**config.mk**
```make
export PLATFORM = sky130hd
export DESIGN_NAME = usb_rx_bit_timer
export DESIGN_NICKNAME = d
export VERILOG_FILES = /design/src/rtl/usb_rx_bit_timer.sv
export SDC_FILE = /design/constraint.sdc
export NUM_CORES = 1
export LEC_CHECK = 0
export ABC_CLOCK_PERIOD_IN_PS = 1800
export BUFFER_PORTS_ARGS = -buffer_cell sky130_fd_sc_hd__buf_2
export CORE_AREA = 2 2 39 41
export DETAILED_ROUTE_END_ITERATION = 7
export DIE_AREA = 0 0 41 43
export PLACE_DENSITY = 0.72
export SETUP_SLACK_MARGIN = 0.02
export SYNTH_ARGS = -nofsm -noshare
export SYNTH_HDL_FRONTEND = slang
export SYNTH_SLANG_ARGS = --single-unit
```
**constraint.sdc**
```tcl
create_clock -name clk -period 1.8 [get_ports clk]
set_input_delay 0.09 -clock clk [delete_from_list [all_inputs] [get_ports clk]]
set_output_delay 0.09 -clock clk [all_outputs]
set_load 0.02 [all_outputs]
```
**src/rtl/usb_rx_bit_timer.sv**
```systemverilog
// usb_rx_bit_timer
//   Receive-side bit timing and bit-unstuffing for the USB full-speed receiver.
//   It recovers bit timing from an oversampled clock and resynchronises on
//   every line transition. It strobes the NRZI decoder, drops stuffed zeros,
//   flags stuffing violations and pulses once per 8 payload bits.
//
// Parameters
//   CLKS_PER_BIT   clk cycles per USB bit (4..16)
//   SAMPLE_POINT   phase index at which shift_enable fires (< CLKS_PER_BIT)
//
// Ports
//   clk            system clock, CLKS_PER_BIT x bit rate
//   n_rst          asynchronous active-low reset
//   rcving         packet receive in progress; low clears all counters
//   d_edge         one-cycle pulse on any D+ transition
//   d_orig         decoded NRZI bit, valid while shift_enable is high
//   shift_enable   one-cycle strobe to the decoder: sample now
//   bit_valid      one-cycle strobe: d_orig is a payload bit
//   stuff_err      one-cycle pulse: seventh consecutive 1 seen
//   byte_received  registered one-cycle pulse after the 8th payload bit
module usb_rx_bit_timer #(
    parameter int unsigned CLKS_PER_BIT = 8,
    parameter int unsigned SAMPLE_POINT = 3
) (
    input  logic clk,
    input  logic n_rst,
    input  logic rcving,
    input  logic d_edge,
    input  logic d_orig,
    output logic shift_enable,
    output logic bit_valid,
    output logic stuff_err,
    output logic byte_received
);

    localparam int unsigned PHASE_W = $clog2(CLKS_PER_BIT);
    localparam logic [PHASE_W-1:0] PHASE_LAST   = PHASE_W'(CLKS_PER_BIT - 1);
    localparam logic [PHASE_W-1:0] PHASE_SAMPLE = PHASE_W'(SAMPLE_POINT);
    localparam logic [2:0]         STUFF_SLOT   = 3'd6;
    localparam logic [2:0]         LAST_BIT     = 3'd7;

    logic [PHASE_W-1:0] phase;
    logic [PHASE_W-1:0] phase_next;
    logic [2:0]         ones;
    logic [2:0]         ones_next;
    logic [2:0]         bit_cnt;
    logic [2:0]         bit_cnt_next;
    logic               byte_next;
    logic               stuff_slot;

    // Strobe is decoded from the registered phase, so an edge arriving in
    // the sample cycle still gets its sample; the restart lands next cycle.
    always_comb begin
        shift_enable = rcving && (phase == PHASE_SAMPLE);
        stuff_slot   = (ones == STUFF_SLOT);
        bit_valid    = shift_enable && !stuff_slot;
        stuff_err    = shift_enable && stuff_slot && d_orig;
    end

    always_comb begin
        phase_next = phase + 1'b1;
        if (!rcving || d_edge || (phase == PHASE_LAST)) begin
            phase_next = '0;
        end
    end

    // The stuff slot consumes the bit whatever its value; a 1 there is the
    // violation, and the run restarts either way.
    always_comb begin
        ones_next = ones;
        if (!rcving) begin
            ones_next = '0;
        end else if (shift_enable) begin
            if (stuff_slot || !d_orig) begin
                ones_next = '0;
            end else begin
                ones_next = ones + 3'd1;
            end
        end
    end

    always_comb begin
        bit_cnt_next = bit_cnt;
        byte_next    = 1'b0;
        if (!rcving) begin
            bit_cnt_next = '0;
        end else if (bit_valid) begin
            bit_cnt_next = bit_cnt + 3'd1;
            byte_next    = (bit_cnt == LAST_BIT);
        end
    end

    always_ff @(posedge clk or negedge n_rst) begin
        if (!n_rst) begin
            phase         <= '0;
            ones          <= '0;
            bit_cnt       <= '0;
            byte_received <= 1'b0;
        end else begin
            phase         <= phase_next;
            ones          <= ones_next;
            bit_cnt       <= bit_cnt_next;
            byte_received <= byte_next;
        end
    end

endmodule
```
==> results.json, run 1 <==
{
  "avgSynthCellArea_um2": 10.9,
  "worstSetupEndpointType": "output port",
  "cts_buffers": 3,
  "antenna_found_initial": 0,
  "cts_tree": "done",
  "min_period_over_period": 0.925,
  "synth-seq-cells": 10,
  "diodes": 0,
  "power.leakage_nw": 0.344,
  "vias": 355,
  "reg2reg_setup_slack_ps": 470,
  "routed_wl_um": 856,
  "met1_usage": 0.147,
  "synth_simple_gate_area_frac": 0.222,
  "min_path_cells": 4,
  "setup_viol": 0,
  "grt_pass1_wl_mm": 1.38,
  "wl_per_cell_um": 11.0,
  "cts_setup_buffers": 0,
  "power_density_nw_per_um2": 698,
  "yosysTopAreaCell": "dfrtp_1",
  "initial_core_util": 0.394,
  "drc": 0,
  "drive_above_1_share": 0.323,
  "clockPowerShare": 0.442,
  "numPortBuffers": 8,
  "rsz0062_at_grt": "no",
  "dpl.cell_count": 73,
  "clk_transition_reported_paths_ps": 60,
  "tightest_slew_ps": 227,
  "start_kind": "register",
  "clockRootBuffer": "clkbuf_4",
  "grt_pass1_vias": 353,
  "vdd_drop_max_mv": 0.453,
  "antenna_left": 0,
  "yosys.area.top_type_share": 0.459,
  "syn_area_um2": 546,
  "place_congestion": 0.703,
  "synth_top_family_by_area": "simple AND/OR/NAND/NOR gates",
  "busiest_layer": "met2",
  "synthCells": 50,
  "use_met3": 0.0628,
  "drtPass1Iterations": 2,
  "cp.arrival_ps": 1570,
  "drv_cap": 0,
  "cp_max_fo": 7,
  "setup_tns_ps": 0,
  "drtIter0Drc": 9,
  "core_um2": 1380,
  "hold_viol_final": 0,
  "layoutNonFillerInstCount": 78,
  "ios": 9,
  "clock_latency_ps": 260,
  "vias_per_cell": 4.55,
  "p_comb_frac": 0.049,
  "fp.dieW_um": 41,
  "use_met2": 0.172,
  "skew_ps": 2.56,
  "r2r_start": "phase[0]",
  "p_seq_frac": 0.509,
  "drv_slew": 0,
  "fmax_mhz": 601,
  "synth_compound_area_frac": 0.101,
  "syn_nets": 62,
  "required_ps": 1710,
  "synthAdderAreaFrac": 0.161,
  "min-delay-start": "d_edge",
  "grt_max_degree": 11,
  "hold_path_end": "phase[0]",
  "yosysUniqueCellTypes": 20,
  "dp_hpwl_um": 672,
  "cts_buffer_depth": 2,
  "nNetsFinal": 75,
  "die_area_um2": 1760,
  "num_rows": 14,
  "synthTopCellsByArea": "dfrtp_1 46%, ha_1 16%, o21ai_2 6.4%",
  "max_slew_margin": 0.849,
  "ys_seq_area_frac": 0.459,
  "synth_xor_xnor_area_share": 0.0161,
  "ff2ff_path_depth": 5,
  "switching_share": 0.201,
  "switching_power_w": 0.0000900,
  "syn_to_final_growth_pct": 17.9,
  "yosys_warnings": 0,
  "synthMuxAreaShare": 0,
  "grtUsageTotal": 0.119,
  "rr_endpoint": "bit_cnt[0]",
  "clock-sinks": 10,
  "timing.final.crit_period_ps": 1660,
  "h-tree-depth": 1,
  "chipHeight_um": 43,
  "hold_path_class": "in2reg",
  "gr-total-overflow": 0,
  "status": "completed",
  "crit_type": "reg2out",
  "p_int_w": 0.000359
}
[sequential cells by signal (all words and copies together), names as in the netlist]
signal	count
ones	3
bit_cnt	3
phase	3
byte_received	1
[per-layer routing]
layer | part of all wire | up-vias
li1 | - | 195
met1 | 0.52 | 153
met2 | 0.45 | 7
met3 | 0.036 | 0
met4 | 0 | 0
met5 | 0 | -
[cell usage after synthesis]
master	instances
and2_4	2
nand2_1	6
nor2_1	3
buf_6	1
a21boi_0	1
o21ai_0	1
a21boi_1	1
dfrtp_1	10
and3_1	2
nor2b_1	1
o21ai_2	4
xor2_1	1
nand3_2	1
nand4b_1	1
nand3_1	2
and4_1	1
and2_1	1
ha_1	7
nor3b_1	1
inv_1	3
[placed cells by master, fill, tap and decap left out, types with 2 or more instances in the layout]
master,count
and2_4,2
and3_1,2
buf_2,8
clkbuf_4,3
dfrtp_1,10
ha_1,6
inv_1,3
nand2_1,6
nand3_1,2
nor2_1,3
o21ai_2,4
[critical path, cell delays in order, from the launching register on]
cell and delay [ps]:
dfrtp_1 380, ha_1 220, ha_2 200, and2_4 180, and4_1 190, buf_2 150
[per-stage QoR]
step           power, W   util  instance area, um^2  setup slack, ps  hold slack, ps
6_report       0.000449  0.465                  643              135             103
5_1_grt        0.000476  0.465                  643             47.2             106
4_1_cts        0.000458  0.463                  641             69.0            92.1
3_5_place_dp   0.000254  0.429                  594              365           -37.5
3_3_place_gp   0.000253  0.429                  594              388           -40.5
2_1_floorplan  0.000241      -                  546              366            -206
[power groups by stage]
stage               combinational (W)  sequential (W)  clock [W]
global placement            0.0000208        0.000233          0
finish                      0.0000221        0.000228   0.000198
floorplan                  0.00000829        0.000233          0
global route                0.0000261        0.000229   0.000222
CTS                         0.0000227        0.000228   0.000207
detailed placement          0.0000210        0.000233          0
[what timing repair did]
action / in CTS / in global routing
setup endpoints to repair: 0 / 1
endpoints found under the hold margin: 10 / 0
hold buffers: 1 / 0
gates resized for setup: 0 / 1
[area by class of cell]
type                       instances  area, um^2
multi-input combinational         36         275
inverter                           3        11.3
tap                               16        20.0
timing repair buffer               9        50.0
fill                             132         741
clock buffer                       4        36.3
sequential                        10         250
[kinds of logic (layout without fill, tap and decap cells)]
logic type / Yosys count / count (layout)
buffers and inverters: 4 / 16
adders and majority gates: 7 / 7
DFF: 10 / 10
AOI/OAI and AO/OA: 7 / 7
xor gates and xnor gates: 1 / 1
and+or+nand+nor: 21 / 21
[worst max path at each step]
stage | startpoint | to | slack, ps | cells after the start
2_1_floorplan | phase[0] | bit_cnt[1] | 370 | 6
3_3_place_gp | phase[0] | stuff_err | 390 | 5
3_5_place_dp | phase[0] | stuff_err | 360 | 5
4_1_cts | phase[0] | stuff_err | 70 | 5
5_1_grt | phase[0] | stuff_err | 50 | 5
6_report | phase[0] | stuff_err | 140 | 5
(Power assumes the default switching activity.)
==> run 2, diff against run 1 <==
==> constraint.sdc (replaced) <==
create_clock -name clk -period 1.8 [get_ports clk]
set_input_delay 0.36 -clock clk [delete_from_list [all_inputs] [get_ports clk]]
set_output_delay 0.36 -clock clk [all_outputs]
set_load 0.02 [all_outputs]
==> run 2 against run 1 <==
  * The run now ends with setup timing left
  * Sequential power about the same
  * Global-route usage is 1.8 points higher
  * Non-clock buffer count rose by 7
  * Largest cell class unchanged
  * Sequential cell count unchanged
  * Highest routed layer is now met4
==> results.json, run 2 (synthesis gave the netlist of run 1 again) <==
{
  "status": "finished, violations left",
  "violations": "setup timing",
  "slowest_stage": "dfrtp_1",
  "num_rows": 14,
  "p_seq_frac": 0.575,
  "drtPass1Iterations": 2,
  "clock_latency_ps": 260,
  "skew_ps": 2.13,
  "grt_pass1_wl_mm": 1.50,
  "initial_core_util": 0.394,
  "clock-sinks": 10,
  "cp_top_family": "flip-flops",
  "drc": 0,
  "clockRootBuffer": "clkbuf_4",
  "grt_pass1_vias": 370,
  "cts_tree": "done",
  "setup_viol": 1,
  "finalPower_w": 0.000398,
  "clk_transition_reported_paths_ps": 60,
  "power_density_nw_per_um2": 556,
  "h-tree-depth": 1,
  "chipHeight_um": 43,
  "max_stage_delay_ps": 380,
  "fill_cells": 120,
  "timing.final.crit_period_ps": 1850,
  "path_buf_inv": 1,
  "grt_max_degree": 11,
  "cp.arrival_ps": 1490,
  "max_slew_margin": 0.853,
  "hold_path_class": "in2reg",
  "cts_buffers": 3,
  "p_comb_frac": 0.062,
  "syn_to_final_growth_pct": 31.2,
  "drv_slew": 0,
  "p_int_w": 0.000315,
  "die_area_um2": 1760,
  "worstSetupEndpointType": "output port",
  "antenna_found_initial": 0,
  "ios": 9,
  "start_kind": "register",
  "clockPowerShare": 0.363,
  "dp_hpwl_um": 650,
  "drive_above_1_share": 0.412,
  "antenna_left": 0,
  "diodes": 0,
  "vias": 405,
  "crit_type": "reg2out",
  "nNetsFinal": 82,
  "path_cells": "ha_2 -> ha_4 -> and2_4 -> and4_1 -> buf_6",
  "fp.dieW_um": 41,
  "routed_wl_um": 986,
  "rsz0062_at_grt": "yes",
  "final_common_cell": "dfrtp_1",
  "numPortBuffers": 8,
  "largestRegisters": "bit_cnt: 3 flops, ones: 3 flops, phase: 3 flops",
  "tightest_slew_ps": 220,
  "wl_per_cell_um": 11.7,
  "gr-total-overflow": 0,
  "hold_viol_final": 0,
  "worst_slack_ps": -52.4,
  "min_period_over_period": 1.03,
  "fmax_mhz": 540,
  "drv_cap": 0,
  "holdWs_ps": 378,
  "vdd_drop_max_mv": 0.304,
  "place_congestion": 0.699,
  "vias_per_cell": 4.82,
  "core_um2": 1380,
  "cts_buffer_depth": 2,
  "switching_share": 0.208,
  "switching_power_w": 0.0000827,
  "power.leakage_nw": 0.378,
  "required_ps": 1440,
  "drtIter0Drc": 5,
  "cp_max_fo": 6,
  "mostFrequentLayoutCells": "10 x dfrtp_1, 7 x buf_4, 5 x nand2_1, 5 x ha_1, 5 x buf_2",
  "grtUsageTotal": 0.137
}
==> run 2: worst min-delay path: stages <==
cell	delay, ps
buf_2	80
nor2_1	40
nand2_1	80
nor2_1	40
==> run 2: metal layers <==
metal	wire (um)	share of wire	up-vias	global-route usage
met3	42	0.043	2	0.0471
met1	418	0.42	185	0.150
met4	19	0.019	0	0.120
met2	505	0.51	9	0.197
li1	-	-	209	-
met5	0	0	-	0
==> run 2: power groups by stage <==
stage          clock [W]  sequential, W  combinational (W)
2_1_floorplan          0       0.000233         0.00000829
3_3_place_gp           0       0.000233          0.0000208
3_5_place_dp           0       0.000233          0.0000211
4_1_cts         0.000153       0.000229          0.0000244
5_1_grt         0.000168       0.000229          0.0000285
6_report        0.000144       0.000229          0.0000249
==> run 2: metrics by stage <==
stage	instance area, um^2	TNS [ps]	instances	util	setup slack [ps]
final	716	-52.4	84	0.517	-52.4
after CTS	681	-65.3	81	0.492	-63.3
after detailed placement	594	0	73	0.429	92.2
after floorplan	546	0	50	-	100
after global placement	594	0	73	0.429	118
after global routing	716	-192	84	0.517	-107
==> run 2: final cells by class <==
cell class	count	area (um^2)	share of cell area
timing repair buffer	16	121	0.170
clock buffer	3	22.5	0.0315
tap	16	20.0	0.0280
inverter	3	11.3	0.0157
multi-input combinational	36	290	0.406
sequential	10	250	0.350
==> run 2: timing repair <==
action,4_1_cts,5_1_grt
hold buffers,1,0
setup buffers,4,3
endpoints found under the setup margin,3,3
pin swaps,3,2
hold endpoints to repair,10,0
gates resized for setup,8,2
==> run 2: worst paths after layout <==
path	to	slack, ps	cells after the start	startpoint
hold / removal	phase[2]	380	4	d_edge
min in group asynchronous	byte_received	490	2	n_rst
max in group asynchronous	phase[0]	1120	2	n_rst
setup reg to reg	bit_cnt[0]	260	7	phase[0]
hold reg to reg	phase[0]	430	1	phase[0]
setup / recovery	stuff_err	-50	5	phase[0]
==> run 3, diff against run 2 <==
Settings changed: CORE_AREA 2 2 39 41 to unset, CORE_UTILIZATION set to 35, DIE_AREA 0 0 41 43 to unset, PLACE_DENSITY 0.72 to 0.65.
==> run 3 against run 2 <==
  * The flow still finishes with violations (setup timing)
  * Largest power group unchanged
  * Sequential cell count is the same
  * First-iteration DRC count shrank 40%
  * Maximum frequency is essentially flat
  * Critical path depth is the same
  * Hold slack lost 18 ps
==> results.json, run 3 (synthesis gave the netlist of run 1 again) <==
{
  "tightest_slew_ps": 232,
  "ios": 9,
  "cp.arrival_ps": 1490,
  "chipHeight_um": 41.5,
  "worstSetupEndpointType": "output port",
  "initial_core_util": 0.395,
  "drc": 0,
  "vdd_drop_max_mv": 0.322,
  "required_ps": 1440,
  "seqCellArea_um2": 250,
  "clockRootBuffer": "clkbuf_4",
  "clk_transition_reported_paths_ps": 50,
  "grt_pass1_vias": 387,
  "fill_cells": 127,
  "layoutNonFillerInstCount": 82,
  "wl_per_cell_um": 11.7,
  "dp_hpwl_um": 631,
  "violations": "setup timing",
  "start_kind": "register",
  "num_rows": 13,
  "clock_latency_ps": 270,
  "use_met2": 0.200,
  "die_area_um2": 1720,
  "place_congestion": 0.763,
  "fmax_mhz": 540,
  "rsz0062_at_grt": "yes",
  "multiInputGateArea_um2": 303,
  "drive_above_1_share": 0.418,
  "vias": 398,
  "antenna_left": 0,
  "diodes": 0,
  "min_period_over_period": 1.03,
  "max_slew_margin": 0.845,
  "crit_type": "reg2out",
  "met1_usage": 0.153,
  "busiest_layer": "met2",
  "numPortBuffers": 8,
  "hold_viol_final": 0,
  "final_common_cell": "dfrtp_1",
  "use_met3": 0.0783,
  "clock-sinks": 10,
  "cts_buffer_depth": 2,
  "cts_tree": "done",
  "grtUsageTotal": 0.136,
  "setup_tns_ps": -53.1,
  "nNetsFinal": 81,
  "cp_max_fo": 6,
  "grt_pass1_wl_mm": 1.65,
  "drtPass1Iterations": 2,
  "cts_buffers": 3,
  "skew_ps": 8.31,
  "vias_per_cell": 4.85,
  "power_density_nw_per_um2": 567,
  "gr-total-overflow": 0,
  "dpl.cell_count": 72,
  "reg2reg_setup_slack_ps": 320,
  "fp.dieW_um": 41.5,
  "hold_path_class": "in2reg",
  "timing.final.crit_period_ps": 1850,
  "antenna_found_initial": 0,
  "largestRegisters": "bit_cnt: 3 flops, ones: 3 flops, phase: 3 flops",
  "drv_slew": 0,
  "status": "finished, violations left",
  "mostFrequentLayoutCells": "10 x dfrtp_1, 6 x buf_4, 5 x nand2_1, 5 x buf_2",
  "max_stage_delay_ps": 400,
  "core_um2": 1380,
  "power.leakage_nw": 0.371,
  "h-tree-depth": 1,
  "setup_viol": 1,
  "worst_slack_ps": -53.1,
  "routed_wl_um": 958,
  "syn_to_final_growth_pct": 31.9,
  "grt_max_degree": 11,
  "path_cells": "ha_4 -> ha_4 -> and2_4 -> and4_1 -> buf_6",
  "drtIter0Drc": 3,
  "post-route-util": 0.520,
  "slowest_stage": "dfrtp_1",
  "drv_cap": 0,
  "crit_path_frequent_cell": "ha_4"
}
==> run 3: report_power, final <==
group	internal, W	switching (W)
logic	0.0000130	0.0000137
registers	0.000227	0.00000219
clock network	0.0000772	0.0000749
==> run 3: cell type report <==
class / count / share of cell area
tap: 15 / 0.0261
clock buffer: 3 / 0.0313
inverter: 3 / 0.0157
timing repair buffer: 15 / 0.158
multi-input combinational: 36 / 0.421
sequential: 10 / 0.348
==> run 3: timing repair <==
| item | CTS | global route |
|---|---|---|
| hold buffers | 1 | 0 |
| resized for setup | 11 | 1 |
| buffers inserted | 4 | 2 |
| hold endpoints to repair | 10 | 0 |
| pin swaps | 3 | 0 |
| setup endpoints to repair | 3 | 3 |
==> run 3: worst paths after layout <==
path / start / endpoint / depth (start not counted)
setup / recovery: phase[0] / stuff_err / 5
hold / removal: d_edge / phase[0] / 4
setup reg to reg: phase[0] / bit_cnt[1] / 7
hold reg to reg: ones[0] / ones[0] / 1
max in group asynchronous: n_rst / phase[1] / 2
min in group asynchronous: n_rst / byte_received / 2
==> run 3: worst max-delay path: cells and delay by family (launching register included) <==
| kind | cells | cell delay (ps) |
|---|---|---|
| buf+inv | 1 | 130 |
| simple gates | 2 | 370 |
| flops | 1 | 400 |
| fa+ha+maj | 2 | 330 |
==> run 3: layer usage <==
metal,up-vias,share of wire
met5,-,0
met4,0,0.028
met3,4,0.062
met2,10,0.46
met1,182,0.44
li1,202,-
==> run 3: per-stage QoR <==
stage	hold slack [ps]	worst slack, ps	cell area, um^2	power (W)
4_1_cts	362	-52.2	702	0.000410
3_5_place_dp	234	84.0	593	0.000254
5_1_grt	374	-95.8	719	0.000430
2_1_floorplan	64.4	100	546	0.000241
3_3_place_gp	235	115	593	0.000254
6_report	360	-53.1	719	0.000408
